### config.mk
export PLATFORM = sky130hd
export DESIGN_NAME = rt_output_arbiter
export DESIGN_NICKNAME = d
export VERILOG_FILES = /design/src/rtl/rt_output_arbiter.sv
export SDC_FILE = /design/constraint.sdc
export NUM_CORES = 1
export LEC_CHECK = 0
export ABC_AREA = 0
export CAP_MARGIN = 30
export CORE_ASPECT_RATIO = 1.1
export CORE_MARGIN = 4
export CORE_UTILIZATION = 38
export DETAILED_ROUTE_END_ITERATION = 10
export PLACE_DENSITY = 0.81
export SYNTH_ARGS = -nofsm -noshare
export SYNTH_HDL_FRONTEND = slang
export SYNTH_SLANG_ARGS = --single-unit
### constraint.sdc
create_clock -name clk -period 3.7 [get_ports clk]
set_clock_uncertainty 0.15 [all_clocks]
set_input_delay 0.74 -clock clk [delete_from_list [all_inputs] [get_ports clk]]
set_output_delay 0.74 -clock clk [all_outputs]
set_load 0.005 [all_outputs]
### src/rtl/rt_output_arbiter.sv
// Wormhole output-port arbiter: round-robin among NREQ inputs, winner owns the link from head to tail flit.
// Latency: request seen in IDLE -> grant next cycle -> flit accepted that cycle -> out_valid one cycle later.
// Backpressure: owner in_ready = !out_valid | out_ready; a stalled owner keeps the lock, non-owners wait unserved.
module rt_output_arbiter #(
  parameter int n     = 32,
  parameter int NREQ  = 4,
  parameter int CNT_W = 16
) (
  input  logic              clk,
  input  logic              rst,
  input  logic [NREQ-1:0]   in_valid,
  input  logic [NREQ-1:0]   in_tail,
  input  logic [NREQ*n-1:0] in_data,
  output logic [NREQ-1:0]   in_ready,
  output logic              out_valid,
  output logic              out_tail,
  output logic [n-1:0]      out_data,
  input  logic              out_ready,
  output logic [NREQ-1:0]   grant,
  output logic              busy,
  output logic [CNT_W-1:0]  pkt_count
);

  localparam int PTR_W = (NREQ > 1) ? $clog2(NREQ) : 1;

  typedef enum logic {
    IDLE = 1'b0,
    LOCK = 1'b1
  } state_t;

  state_t           state;
  logic [PTR_W-1:0] rr_ptr;
  logic [PTR_W-1:0] owner_idx;
  logic [PTR_W-1:0] next_ptr;
  logic [NREQ-1:0]  winner_oh;
  logic             found;
  logic             sel_valid;
  logic             sel_tail;
  logic [n-1:0]     sel_data;
  logic             out_free;
  logic             xfer;

  // Round-robin pick: first requester at or after rr_ptr, wrapping around.
  always_comb begin
    winner_oh = '0;
    found     = 1'b0;
    for (int k = 0; k < NREQ; k++) begin
      if (!found && in_valid[(int'(rr_ptr) + k) % NREQ]) begin
        winner_oh[(int'(rr_ptr) + k) % NREQ] = 1'b1;
        found = 1'b1;
      end
    end
  end

  // Route the current owner's flit, tail and valid through a one-hot mux.
  always_comb begin
    owner_idx = '0;
    sel_valid = 1'b0;
    sel_tail  = 1'b0;
    sel_data  = '0;
    for (int k = 0; k < NREQ; k++) begin
      if (grant[k]) begin
        owner_idx = PTR_W'(k);
        sel_valid = in_valid[k];
        sel_tail  = in_tail[k];
        sel_data  = in_data[k*n +: n];
      end
    end
  end

  // Handshake: the output register can take a flit when empty or being drained this cycle.
  always_comb begin
    out_free = !out_valid || out_ready;
    xfer     = (state == LOCK) && sel_valid && out_free;
    in_ready = (state == LOCK && out_free) ? grant : '0;
    busy     = (state == LOCK);
    next_ptr = (owner_idx == PTR_W'(NREQ - 1)) ? '0 : owner_idx + 1'b1;
  end

  // Arbitration FSM plus the one-flit output register; rr_ptr moves only on tail acceptance.
  always_ff @(posedge clk) begin
    if (!rst) begin
      state     <= IDLE;
      grant     <= '0;
      rr_ptr    <= '0;
      out_valid <= 1'b0;
      out_tail  <= 1'b0;
      out_data  <= '0;
      pkt_count <= '0;
    end else begin
      if (xfer) begin
        out_valid <= 1'b1;
        out_tail  <= sel_tail;
        out_data  <= sel_data;
      end else if (out_ready) begin
        out_valid <= 1'b0;
      end
      case (state)
        IDLE: begin
          if (|in_valid) begin
            grant <= winner_oh;
            state <= LOCK;
          end
        end
        LOCK: begin
          if (xfer && sel_tail) begin
            state     <= IDLE;
            grant     <= '0;
            rr_ptr    <= next_ptr;
            pkt_count <= pkt_count + 1'b1;
          end
        end
        default: state <= IDLE;
      endcase
    end
  end

endmodule

# Word-level counts from Yosys, hierarchy flattened
# Index checks and enable logic that the tools add are counted.
totals:
  register_bits: 57
  latchBits: 0
  ramBits: 0
  mem_bits_ro: 0
  input_bits: 139
  output_inout_bits: 59
  elab_cells: 104
  n_memories: 0
op_classes:
  n_addsub: 5
  mul: 0
  n_div: 0
  order_cmp: 8
  eq_ne: 3
  shifts: 0
  n_mux: 51
  n_bitwise: 7
  reduce_logical: 23
ops:
  columns: ["cell", "count"]
  rows:
  - ["two-way mux 32 bit", 4]
  - ["two-way mux 4 bit", 7]
  - ["two-way mux 1 bit", 27]
  - ["adder 16 x 1 -> 16 bit (second input constant)", 1]
  - ["less-than comparator 3 x 4 -> 1 bit (second input constant)", 3]
  - ["bitwise OR 4 bit", 3]
  - ["logical AND 1 bit", 11]
  - ["greater-or-equal comparator 3 x 1 -> 1 bit (second input constant)", 3]
  - ["binary-select mux 1 bit (select 2 bit)", 4]
  - ["demux 1 bit (select 2 bit)", 4]
  - ["one-hot mux 4 bit (2 select lines)", 1]
  - ["two-way mux 2 bit", 3]
  - ["OR reduction 2 bit", 3]
  - ["adder 2 x 1 -> 2 bit (second input constant)", 2]
  - ["adder 2 bit (second input constant)", 2]
  - ["logical NOT 1 bit", 4]
  - ["AND reduction 2 bit", 2]
  - ["OR reduction 4 bit", 1]
  - ["bitwise AND 1 bit (first input constant)", 3]
  - ["less-than comparator 2 x 3 -> 1 bit (second input constant)", 1]
  - ["equality test 2 bit (second input constant)", 1]
  - ["greater-or-equal comparator 2 x 1 -> 1 bit (second input constant)", 1]
  - ["inequality test 2 x 1 -> 1 bit (second input constant)", 1]
  - ["inequality test 2 bit (second input constant)", 1]
  - ["4 further kinds", 4]

# Longest topological paths before layout
depth:
  depth_word: 16
  ltp_mapped: 9
  depth_no_buf: 7

# Worst setup path before layout
# OpenSTA, ideal clock, no wires.
synth_timing:
  kind: "register -> register"
  startpoint: "reg rr_ptr[0]"
  endpoint: "reg grant[3]"
  setup_ns: 0.079
  t_arrival_ns: 2.509
  required_time_ns: 3.471
  slack_ns: 0.962
  stages_incl_launch_ff: 9
  n_path_buf: 1
  period_less_slack_ns: 2.738
  cell_sequence: "dfxtp_1 clkbuf_1 inv_1 ha_1 mux4_1 nor2b_1 a221oi_1 or3_1 o211ai_1"
synth_via:
  elab_chain_len: 15
  elab_cells_between_ends: 58
  classes_between: "3 x add/sub; 8 x order compare; 28 x mux; 6 x bitwise; 13 x reduce/logical"
synth_lines:
  columns: ["item", "line_no", "source"]
  rows:
  - ["start: declaration", "32", "logic [PTR_W-1:0] rr_ptr;"]
  - ["start signal: assignment", "109", "rr_ptr <= next_ptr;"]
  - ["adder 2 x 1 -> 2 bit", "48, 49", null]
  - ["OR reduction 2 bit (no source line)", null, null]
  - ["bitwise AND 1 bit (no source line)", null, null]
  - ["less-than comparator 3 x 4 -> 1 bit (not written as such) / greater-or-equal comparator 3 x 1 -> 1 bit (equally long branches)", "49", "winner_oh[(int'(rr_ptr) + k) % NREQ] = 1'b1;"]
  - ["logical AND 1 bit (not written as such)", "49", null]
  - ["two-way mux 1 bit (not written as such)", "49", null]
  - ["demux 1 bit (select 2 bit)", "49", null]
  - ["bitwise OR 4 bit (no source line)", null, null]
  - ["two-way mux 4 bit", "48", "if (!found && in_valid[(int'(rr_ptr) + k) % NREQ]) begin"]
  - ["bitwise OR 4 bit (no source line)", null, null]
  - ["two-way mux 4 bit", "48", null]
  - ["bitwise OR 4 bit (no source line)", null, null]
  - ["two-way mux 4 bit (*)", "48", null]
  - ["two-way mux 4 bit (*)", "100", "if (|in_valid) begin"]
  - ["one-hot mux 4 bit (2 select lines) (*)", "98", "case (state)"]
  - ["end signal: assignment", "101", "grant <= winner_oh;"]
  - ["end: declaration", "19", "output logic [NREQ-1:0] grant,"]
# Every way passes the cells marked *; elsewhere a longest branch is shown, timed or not. The select of a mux whose other input is x is not followed.
# A chain may end at the register's enable or synchronous reset.

# Final worst setup path
layout_timing:
  startpoint: "in out_ready"
  endpoint: "out in_ready[2]"
layout_via:
  elab_chain_len: 3
layout_lines:
  columns: ["item", "line_no", "source"]
  rows:
  - ["start: declaration", "18", "input logic out_ready,"]
  - ["logical OR 1 bit", "73", "out_free = !out_valid || out_ready;"]
  - ["logical AND 1 bit", "75", "in_ready = (state == LOCK && out_free) ? grant : '0;"]
  - ["two-way mux 4 bit", "75", null]
  - ["end: declaration", "14", "output logic [NREQ-1:0] in_ready,"]
# No other way between the ends.

==> results.json <==
{
  "synth_compound_area_frac": 0.3301,
  "grt_max_degree": 68,
  "synth_top_area_frac": 0.3413,
  "drc": 0,
  "rrSetupSlack_ps": 690,
  "drive_above_1_share": 0.04992,
  "reg2reg_depth": 7,
  "cts_tree": "done",
  "gp_congestion": 0.8146,
  "multi_input_area_sq_um": 2011,
  "fmax_mhz": 320.6,
  "rsz0062_at_grt": "no",
  "cts_sinks": 57,
  "postCtsSetupBuffers": 0,
  "critical_path_required_ps": 2810,
  "hold_viol": 0,
  "r2r_end": "grant[3]",
  "wl_per_cell_microns": 16.63,
  "cts_max_path_buffers": 2,
  "fin_crit_sh": 0.8430,
  "whs_path_depth": 2,
  "ant_nets": 0,
  "synthMuxAreaShare": 0.03106,
  "cts_root_buf": "clkbuf_8",
  "clk_pin_slew_ps": 70,
  "final_max_slew_viol_count": 0,
  "finalSetupViolCount": 0,
  "tns_ps": 0,
  "peakVddDrop_mv": 0.1974,
  "place.detailed.hpwl_microns": 9106,
  "clkLatencyLatePin_ps": 330,
  "relSlewSlack": 0.5650,
  "crit_type": "in2out",
  "rows": 35,
  "power.density_nw_per_um2": 333.6,
  "synthTopCellsByArea": "dfxtp_1 34%, a21oi_1 12%, a221oi_1 9.7%, o21ai_0 6.0%, nor3_1 5.5%",
  "fin_nets": 763,
  "synth_top_family_by_area": "compound AO/OA/AOI/OAI gates",
  "synth_fa_ha_area_frac": 0.02994,
  "synth_cell_types": 40,
  "synth-edff-count": 0,
  "postSynthNetCount": 586,
  "fin_cells": 732,
  "yosysWarnings": 0,
  "synth.cell_area_sq_um": 3343,
  "grt_pass1_wl_microns": 19210,
  "r2r_start": "rr_ptr[0]",
  "area.growth.synth_to_final_pct": 67.55,
  "dieArea_sq_um": 10360,
  "finalCriticalPeriod_ps": 3119,
  "yosys.area_share.simple": 0.2036,
  "fin_area_sq_um": 5602,
  "tightest_slew_ps": 652.6,
  "async_flop_share": 0,
  "pin_count": 198,
  "arrival_ps": 2230,
  "start_util": 0.3935,
  "fp.dieW_microns": 97.43,
  "yosysMostFrequentCell": "a21oi_1",
  "die_h_microns": 106.4,
  "holdBufCountCts": 0,
  "core_sq_um": 8496,
  "synth_xor_xnor_area_share": 0.002620,
  "min_path_type": "reg2reg",
  "first_pass_iters": 6,
  "synth_seq_cells": 57,
  "synth_largest_area_cell": "dfxtp_1",
  "grt_antenna_before_repair": 0,
  "vias": 4136,
  "dp_cells": 716,
  "maxCapViolations": 0,
  "hp-start": "out_tail",
  "grtUsageTotal": 0.2245,
  "grt_pass1_vias": 4077,
  "cts_inserted_buffers": 9,
  "yosysSeqAreaShare": 0.3413,
  "p_leak_nw": 1.940,
  "critPathLaunchType": "input pin",
  "status": "complete, no violations",
  "nFillCells": 745,
  "vias_per_cell": 5.650,
  "synthCells": 439,
  "avgSynthCellArea_sq_um": 7.616,
  "antennaDiodeCount": 0,
  "io_buffers": 197,
  "cts_resized": 0,
  "grt_overflow": 0,
  "yosys-top-cells-count": "83 x a21oi_1, 57 x dfxtp_1, 42 x nor2_1",
  "holdPathEnd": "out_tail",
  "cp-end-kind": "primary output",
  "regArea_sq_um": 1142,
  "cp_max_fo": 5,
  "synthFlopType": "dfxtp_1",
  "first_iter_violations": 214,
  "wl_microns": 12170,
  "finalPower_mw": 1.869,
  "h-tree-depth": 3,
  "whs_ps": 337.4,
  "placed_cell_area_sq_um": 5373
}
==> flip-flops by register name (all words and copies together), names as in the netlist <==
register,flops
grant,4
rr_ptr,2
busy,1
out_data,32
out_valid,1
out_tail,1
pkt_count,16
==> worst max-delay path, cell delays in order <==
cell and delay, ps:
clkdlybuf4s50_1 510, nand2b_1 210, nand2_1 150, nor2_1 120, clkdlybuf4s50_1 510
==> cells by family (layout without fill, tap and decap cells) <==
family,Yosys count,after routing
xor+xnor,1,1
flops,57,57
compound gates,179,179
mux,7,7
fa+ha+maj,8,8
buf+inv,50,232
simple gates,137,137
==> cell type report <==
| cell class | count | share of cell area |
|---|---|---|
| Clock inverter | 5 | 0.01385 |
| Sequential cell | 57 | 0.2039 |
| Multi-Input combinational cell | 332 | 0.3589 |
| Inverter | 9 | 0.006031 |
| Tap cell | 111 | 0.02479 |
| Clock buffer | 11 | 0.02703 |
| Timing Repair Buffer | 207 | 0.3654 |
==> power breakdown <==
part           total (mW)  switching [mW]  internal (mW)
clock               0.664           0.250          0.414
sequential          0.681          0.0257          0.655
combinational       0.524           0.224          0.300
total                1.87           0.500           1.37
==> metrics by stage <==
step	worst slack (ps)	util
floorplan	962.3	-
global placement	437.9	0.6324
detailed placement	347.0	0.6324
CTS	577.1	0.6594
global route	475.4	0.6594
finish	580.8	0.6594
==> layer usage <==
metal | vias up | part of all wire | GRT usage
li1 | 2020 | - | -
met1 | 1912 | 0.39 | 0.2476
met2 | 182 | 0.51 | 0.4143
met3 | 22 | 0.085 | 0.06234
met4 | 0 | 0.020 | 0.07221
met5 | - | 0 | 0
==> layout by cell type (no fill, tap or decap), types with 2 or more instances in the layout <==
master,count
a21oi_1,82
a221o_1,4
a221oi_1,37
and3_1,5
buf_4,10
bufinv_16,2
clkbuf_8,11
clkdlybuf4s50_1,197
clkinv_1,2
clkinv_2,2
dfxtp_1,56
ha_1,8
inv_1,7
mux2i_1,4
mux4_1,2
nand2_1,16
nand2b_1,3
nand3_1,4
nand3b_1,2
nand4_1,5
nor2_1,42
nor3_1,37
nor3b_1,2
nor4_1,2
o211ai_1,3
o21ai_0,40
o31ai_1,5
or3_1,8
or4_1,6
==> worst max-delay path by stage <==
stage | startpoint | to | cells past startpoint
floorplan | rr_ptr[0] | grant[3] | 8
global placement | in_valid[1] | pkt_count[5] | 7
detailed placement | in_valid[1] | pkt_count[10] | 7
CTS | out_ready | in_ready[2] | 5
global route | out_ready | in_ready[2] | 5
finish | out_ready | in_ready[2] | 5
Note: power is estimated with default switching activity, not from simulation.
